`src/rtl/panel_keyseq.sv`:
```
// panel_keyseq: sequences one console key press per command, from an Avalon host or an external requester.
// Ports:
//   clk, reset (async, active-low)
//   s_address/s_write/s_read/s_writedata/s_readdata/s_waitrequest : Avalon slave (CMD, DS hi/lo, AS, CLR)
//   ext_req/ext_key/ext_ack : external level request with key code, one-cycle completion ack
//   key_busy : processor still acting on the key
//   key_sw : one-hot key outputs; ds/as : data and address switches driven from registers
module panel_keyseq #(
    parameter int HOLD    = 8,
    parameter int TIMEOUT = 1024,
    parameter int GAP     = 4
) (
    input  logic        clk,
    input  logic        reset,
    input  logic [2:0]  s_address,
    input  logic        s_write,
    input  logic        s_read,
    input  logic [31:0] s_writedata,
    output logic [31:0] s_readdata,
    output logic        s_waitrequest,
    input  logic        ext_req,
    input  logic [3:0]  ext_key,
    output logic        ext_ack,
    input  logic        key_busy,
    output logic [9:0]  key_sw,
    output logic [35:0] ds,
    output logic [17:0] as
);
    typedef enum logic [1:0] {S_IDLE, S_PRESS, S_WAIT, S_GAP} state_t;

    localparam int MAXC = (HOLD > TIMEOUT) ? ((HOLD > GAP) ? HOLD : GAP) : ((TIMEOUT > GAP) ? TIMEOUT : GAP);
    localparam int CW   = $clog2(MAXC + 1);

    state_t        state, state_nx;
    logic [CW-1:0] cnt, cnt_nx;
    logic [3:0]    code;
    logic          owner, done, timeout, err;
    logic [17:0]   ds_hi, ds_lo, as_r;
    logic          busy, wr_ok, host_start, host_ok, host_bad, ext_take, ext_ok, ext_bad;
    logic          accept, clr, wait_to, gap_end;
    logic          unused_ok;

    assign busy       = state != S_IDLE;
    assign wr_ok      = s_write && !busy;
    assign host_start = wr_ok && s_address == 3'd0 && s_writedata[4];
    assign host_ok    = host_start && s_writedata[3:0] <= 4'd9;
    assign host_bad   = host_start && !host_ok;
    // A host start wins the IDLE cycle; ext_req is also ignored while its ack is
    // on the wire so a requester still holding the level is not served twice.
    assign ext_take   = !busy && !host_start && ext_req && !ext_ack;
    assign ext_ok     = ext_take && ext_key <= 4'd9;
    assign ext_bad    = ext_take && !ext_ok;
    assign accept     = host_ok || ext_ok;
    assign clr        = s_write && s_address == 3'd4;
    assign wait_to    = state == S_WAIT && key_busy && cnt == CW'(TIMEOUT - 1);
    assign gap_end    = state == S_GAP && cnt == CW'(GAP - 1);

    assign key_sw        = (state == S_PRESS) ? 10'(10'd1 << code) : 10'd0;
    assign ds            = {ds_hi, ds_lo};
    assign as            = as_r;
    assign s_waitrequest = 1'b0;
    assign unused_ok     = s_read ^ (^s_writedata[31:18]);

    always_comb begin
        s_readdata = (s_address == 3'd0) ? {27'd0, owner, err, timeout, done, busy} :
                     (s_address == 3'd1) ? {14'd0, ds_hi} :
                     (s_address == 3'd2) ? {14'd0, ds_lo} :
                     (s_address == 3'd3) ? {14'd0, as_r} : 32'd0;
    end

    always_comb begin
        state_nx = state;
        cnt_nx   = cnt + 1'b1;
        case (state)
            S_IDLE: begin
                cnt_nx = '0;
                if (accept) state_nx = S_PRESS;
            end
            S_PRESS: if (cnt == CW'(HOLD - 1)) begin
                state_nx = S_WAIT;
                cnt_nx   = '0;
            end
            S_WAIT: if (!key_busy || wait_to) begin
                state_nx = S_GAP;
                cnt_nx   = '0;
            end
            S_GAP: if (gap_end) begin
                state_nx = S_IDLE;
                cnt_nx   = '0;
            end
            default: begin
                state_nx = S_IDLE;
                cnt_nx   = '0;
            end
        endcase
    end

    always_ff @(posedge clk or negedge reset) begin
        if (!reset) begin
            state   <= S_IDLE;
            cnt     <= '0;
            code    <= '0;
            owner   <= 1'b0;
            done    <= 1'b0;
            timeout <= 1'b0;
            err     <= 1'b0;
            ds_hi   <= '0;
            ds_lo   <= '0;
            as_r    <= '0;
            ext_ack <= 1'b0;
        end else begin
            state   <= state_nx;
            cnt     <= cnt_nx;
            ext_ack <= (gap_end && owner) || ext_bad;
            if (wr_ok && s_address == 3'd1) ds_hi <= s_writedata[17:0];
            if (wr_ok && s_address == 3'd2) ds_lo <= s_writedata[17:0];
            if (wr_ok && s_address == 3'd3) as_r  <= s_writedata[17:0];
            if (accept) begin
                code    <= host_ok ? s_writedata[3:0] : ext_key;
                owner   <= ext_ok;
                done    <= 1'b0;
                timeout <= 1'b0;
                err     <= 1'b0;
            end else begin
                if (clr && s_writedata[0]) done    <= 1'b0;
                if (clr && s_writedata[1]) timeout <= 1'b0;
                if (clr && s_writedata[2]) err     <= 1'b0;
                // Events in the same cycle as a CLR take precedence over it.
                if (host_bad || ext_bad) err     <= 1'b1;
                if (wait_to)             timeout <= 1'b1;
                if (gap_end)             done    <= 1'b1;
            end
        end
    end
endmodule

```
`config.mk`:
```
export PLATFORM = sky130hd
export DESIGN_NAME = panel_keyseq
export DESIGN_NICKNAME = d
export VERILOG_FILES = /design/src/rtl/panel_keyseq.sv
export SDC_FILE = /design/constraint.sdc
export NUM_CORES = 1
export LEC_CHECK = 0
export ABC_CLOCK_PERIOD_IN_PS = 7000
export CORE_ASPECT_RATIO = 0.75
export CORE_MARGIN = 2
export CORE_UTILIZATION = 40
export DETAILED_ROUTE_END_ITERATION = 10
export GPL_TIMING_DRIVEN = 0
export PLACE_DENSITY = 0.77
export SLEW_MARGIN = 10
export SYNTH_ARGS = -nofsm -noshare
export SYNTH_HDL_FRONTEND = slang
export SYNTH_SLANG_ARGS = --single-unit
```
`constraint.sdc`:
```
create_clock -name clk -period 7 [get_ports clk]
set_input_delay 2.1 -clock clk [delete_from_list [all_inputs] [get_ports clk]]
set_output_delay 2.1 -clock clk [all_outputs]
set_load 0.02 [all_outputs]
```
==> out/results.ini <==
[clock_tree]
worstSkewPairLatency_ps=330
htreeDepth=3
post_cts_buffers=0
hold_buffers=0
cts-buffers-inserted=9
ctsResizeCount=0
clock_sinks=76
cts_root_buf=clkbuf_16
cts_tree=built
cts_buffer_depth=2
clk_pin_slew_ps=60

[route]
wl_per_cell_um=17.6
via_per_inst=5.05
finalWirelength_um=10600
dr_total_vias=3041
ant_nets=0
drtIter0Drc=270
drcViolationCount=0
dr.pass1.iters=4

[hold_path]
hold_depth=1
min_from=cnt[0]$_DFF_PN0_
whs_endpoint=cnt[0]$_DFF_PN0_
min-delay-path-class=reg2reg

[worst_setup_path]
cp_data_arrival_time_ps=4700
crit-reg2reg-launch=state[0]$_DFFE_PN0P_
cp_top_family=buffers and inverters
timing.rr.end=ds_hi[15]$_DFFE_PN0P_
cp_slowest_cell=buf_1
end_kind=primary output
critPathMaxStageDelay_ps=630
critical_path_class=in2out
path_buf_inv=4
crit_chain=clkdlybuf4s50_1 -> buf_1 -> clkbuf_1 -> a22oi_1 -> nor2_1 -> clkdlybuf4s50_1
reg2reg_setup_slack_ps=4560
start_kind=input pin
critPathMaxFanout=10
critPathMostFrequentCell=clkdlybuf4s50_1
r2r_cells=8
required_ps=4900

[global_route]
track_usage_pct=20.1
grt_pass1_vias=3062
grt_pass1_wl_um=16400
grt_start_max_net_pins=59
grt_overflow=0
antenna_found_initial=0

[yosys]
yosysSeqAreaShare_pct=49.0
async_reset_ff_share_pct=100
ys_seq_elements=76
yosysWarnings=0
synth.most_common_cell=dfrtp_1
synth_area_leaders=dfrtp_1, mux2_2, nor2_1, mux2_1, buf_4
yosys-top-cells-count=dfrtp_1, mux2_2, nor2_1
yosys.area.top_type=dfrtp_1
synth_cells=328
synth_area_per_cell_um2=11.8
synth_edf_count=0
syn_area_um2=3880
ys_types=49
ys.flop_type=dfrtp_1
synth_top_cell_area_share_pct=49.0

[timing]
tns_ps=0
setup_viol_count_final=0
fin_crit_ps=6800
final_hold_viol_count=0
worst_pin_slew_ps=809
drv_slew=0
holdWs_ps=480
rsz0062_at_grt=false
slew_headroom_pct=46.0
fin_crit_sh_pct=97.2
fmax_mhz=147
fin_skew_ps=4.32

[power]
p_per_area_nw_per_um2=381
p_switching_mw=0.772
cellInternalPower_mw=1.33
p_seq_share_pct=34.7
max-vdd-ir-drop_mv=0.229
comb_power_share_pct=45.1
cellLeakagePower_nw=2.42
swShare_pct=36.8
clkPwrFrac_pct=20.2

[place]
gp_congestion=0.860
portBuffers=111
placed_cells_incl_taps=586
hpwlAfterDp_um=7650

[floorplanning]
start_util_pct=40.7
die_height_um=89.4
rows=31
fp.dieW_um=118
core_um2=9540
ioPinCount=143
dieArea_um2=10500

[finish]
antenna_cells=0
fillCellCount=811
nets=516
drive_gt1_share_pct=23.0
finalNonFillerCells=602
area_growth_pct=42.0

[job]
max-cap-violations=0

[status]
status=complete, no violations

[cells by family after synthesis]
| group | after synthesis | share of synthesized area [%] |
|---|---|---|
| AO/OA/AOI/OAI | 31 | 6.15 |
| XOR/XNOR | 8 | 1.80 |
| flip-flops | 76 | 49.0 |
| multiplexers | 78 | 23.7 |
| other | 1 | 0.0965 |
| adder cells (fa/ha/maj) | 6 | 1.93 |
| AND/OR/NAND/NOR | 93 | 12.1 |
| buffers and inverters | 35 | 5.28 |
[power groups by stage]
stage / Clock [mW] / Sequential [mW] / Combinational (mW)
after floorplan: 0 / 0.862 / 0.377
after global placement: 0 / 0.723 / 0.923
after detailed placement: 0 / 0.733 / 0.945
after CTS: 0.435 / 0.727 / 0.954
after global routing: 0.452 / 0.756 / 1.01
final: 0.424 / 0.729 / 0.947
[stage by stage]
stage	total power, mW	utilization [%]	instance area (um2)	worst slack, ps
2_1_floorplan	1.24	-	3940	1590
3_3_place_gp	1.65	54.6	5210	242
3_5_place_dp	1.68	54.9	5240	200
4_1_cts	2.12	57.8	5520	203
5_1_grt	2.22	57.8	5520	62.0
6_report	2.10	57.8	5520	195
[area by class of cell]
class                   count  area (um2)  area share, %
flip-flops and latches     76        1900           34.5
multi-input cells         231        1830           33.2
repair buffers            112        1140           20.6
clock buffers               9         225           4.08
plain buffers              29         183           3.31
well taps                 132         165           2.99
clock inverters             7        51.3          0.930
inverters                   6        22.5          0.408
[flip-flops by register name, indices dropped and copies added, names as in the netlist]
signal	count
ds_hi	18
owner	1
done	1
timeout	1
state	2
cnt	11
as	18
err	1
ext_ack	1
ds_lo	18
code	4
[cell usage in the layout (no fill, tap or decap), drive strengths merged, types with 3 or more instances in the layout]
cell and n:
a21oi 5, a22oi 14, buf 27, clkbuf 13, clkdlybuf4s50 110, clkinv 4
conb 15, dfrtp 76, ha 6, inv 7, mux2 68, mux2i 6
mux4 4, nand2 11, nand2b 3, nand3 8, nand3b 3, nand4 3
nor2 44, nor2b 6, o21ai 3, or2 3, xnor2 4, xor2 4
[metal layers]
metal	part of all wire [%]	up-vias	GRT usage, %
met5	0	-	0
met4	1.6	0	7.34
met3	5.7	16	4.78
met2	48	105	32.2
met1	45	1512	27.0
li1	-	1408	-
[worst register-to-register path: stages (launching register included)]
cell     delay, ps
dfrtp_1        400
inv_1          130
ha_1           260
and3b_1        200
buf_6          130
nand2_1         90
nor2_4         360
buf_2          370
mux2_2         380
[how the worst max path moves through the flow]
| stage | slack (ps) | startpoint | endpoint | depth (start not counted) |
|---|---|---|---|---|
| global route | 60 | s_address[0] | s_readdata[14] | 6 |
| floorplan | 1590 | s_address[1] | s_readdata[0] | 4 |
| finish | 200 | s_address[0] | s_readdata[14] | 6 |
| CTS | 200 | s_address[0] | s_readdata[15] | 6 |
| detailed placement | 200 | s_address[0] | s_readdata[14] | 6 |
| global placement | 240 | s_address[0] | s_readdata[14] | 6 |
(Power assumes the default switching activity.)
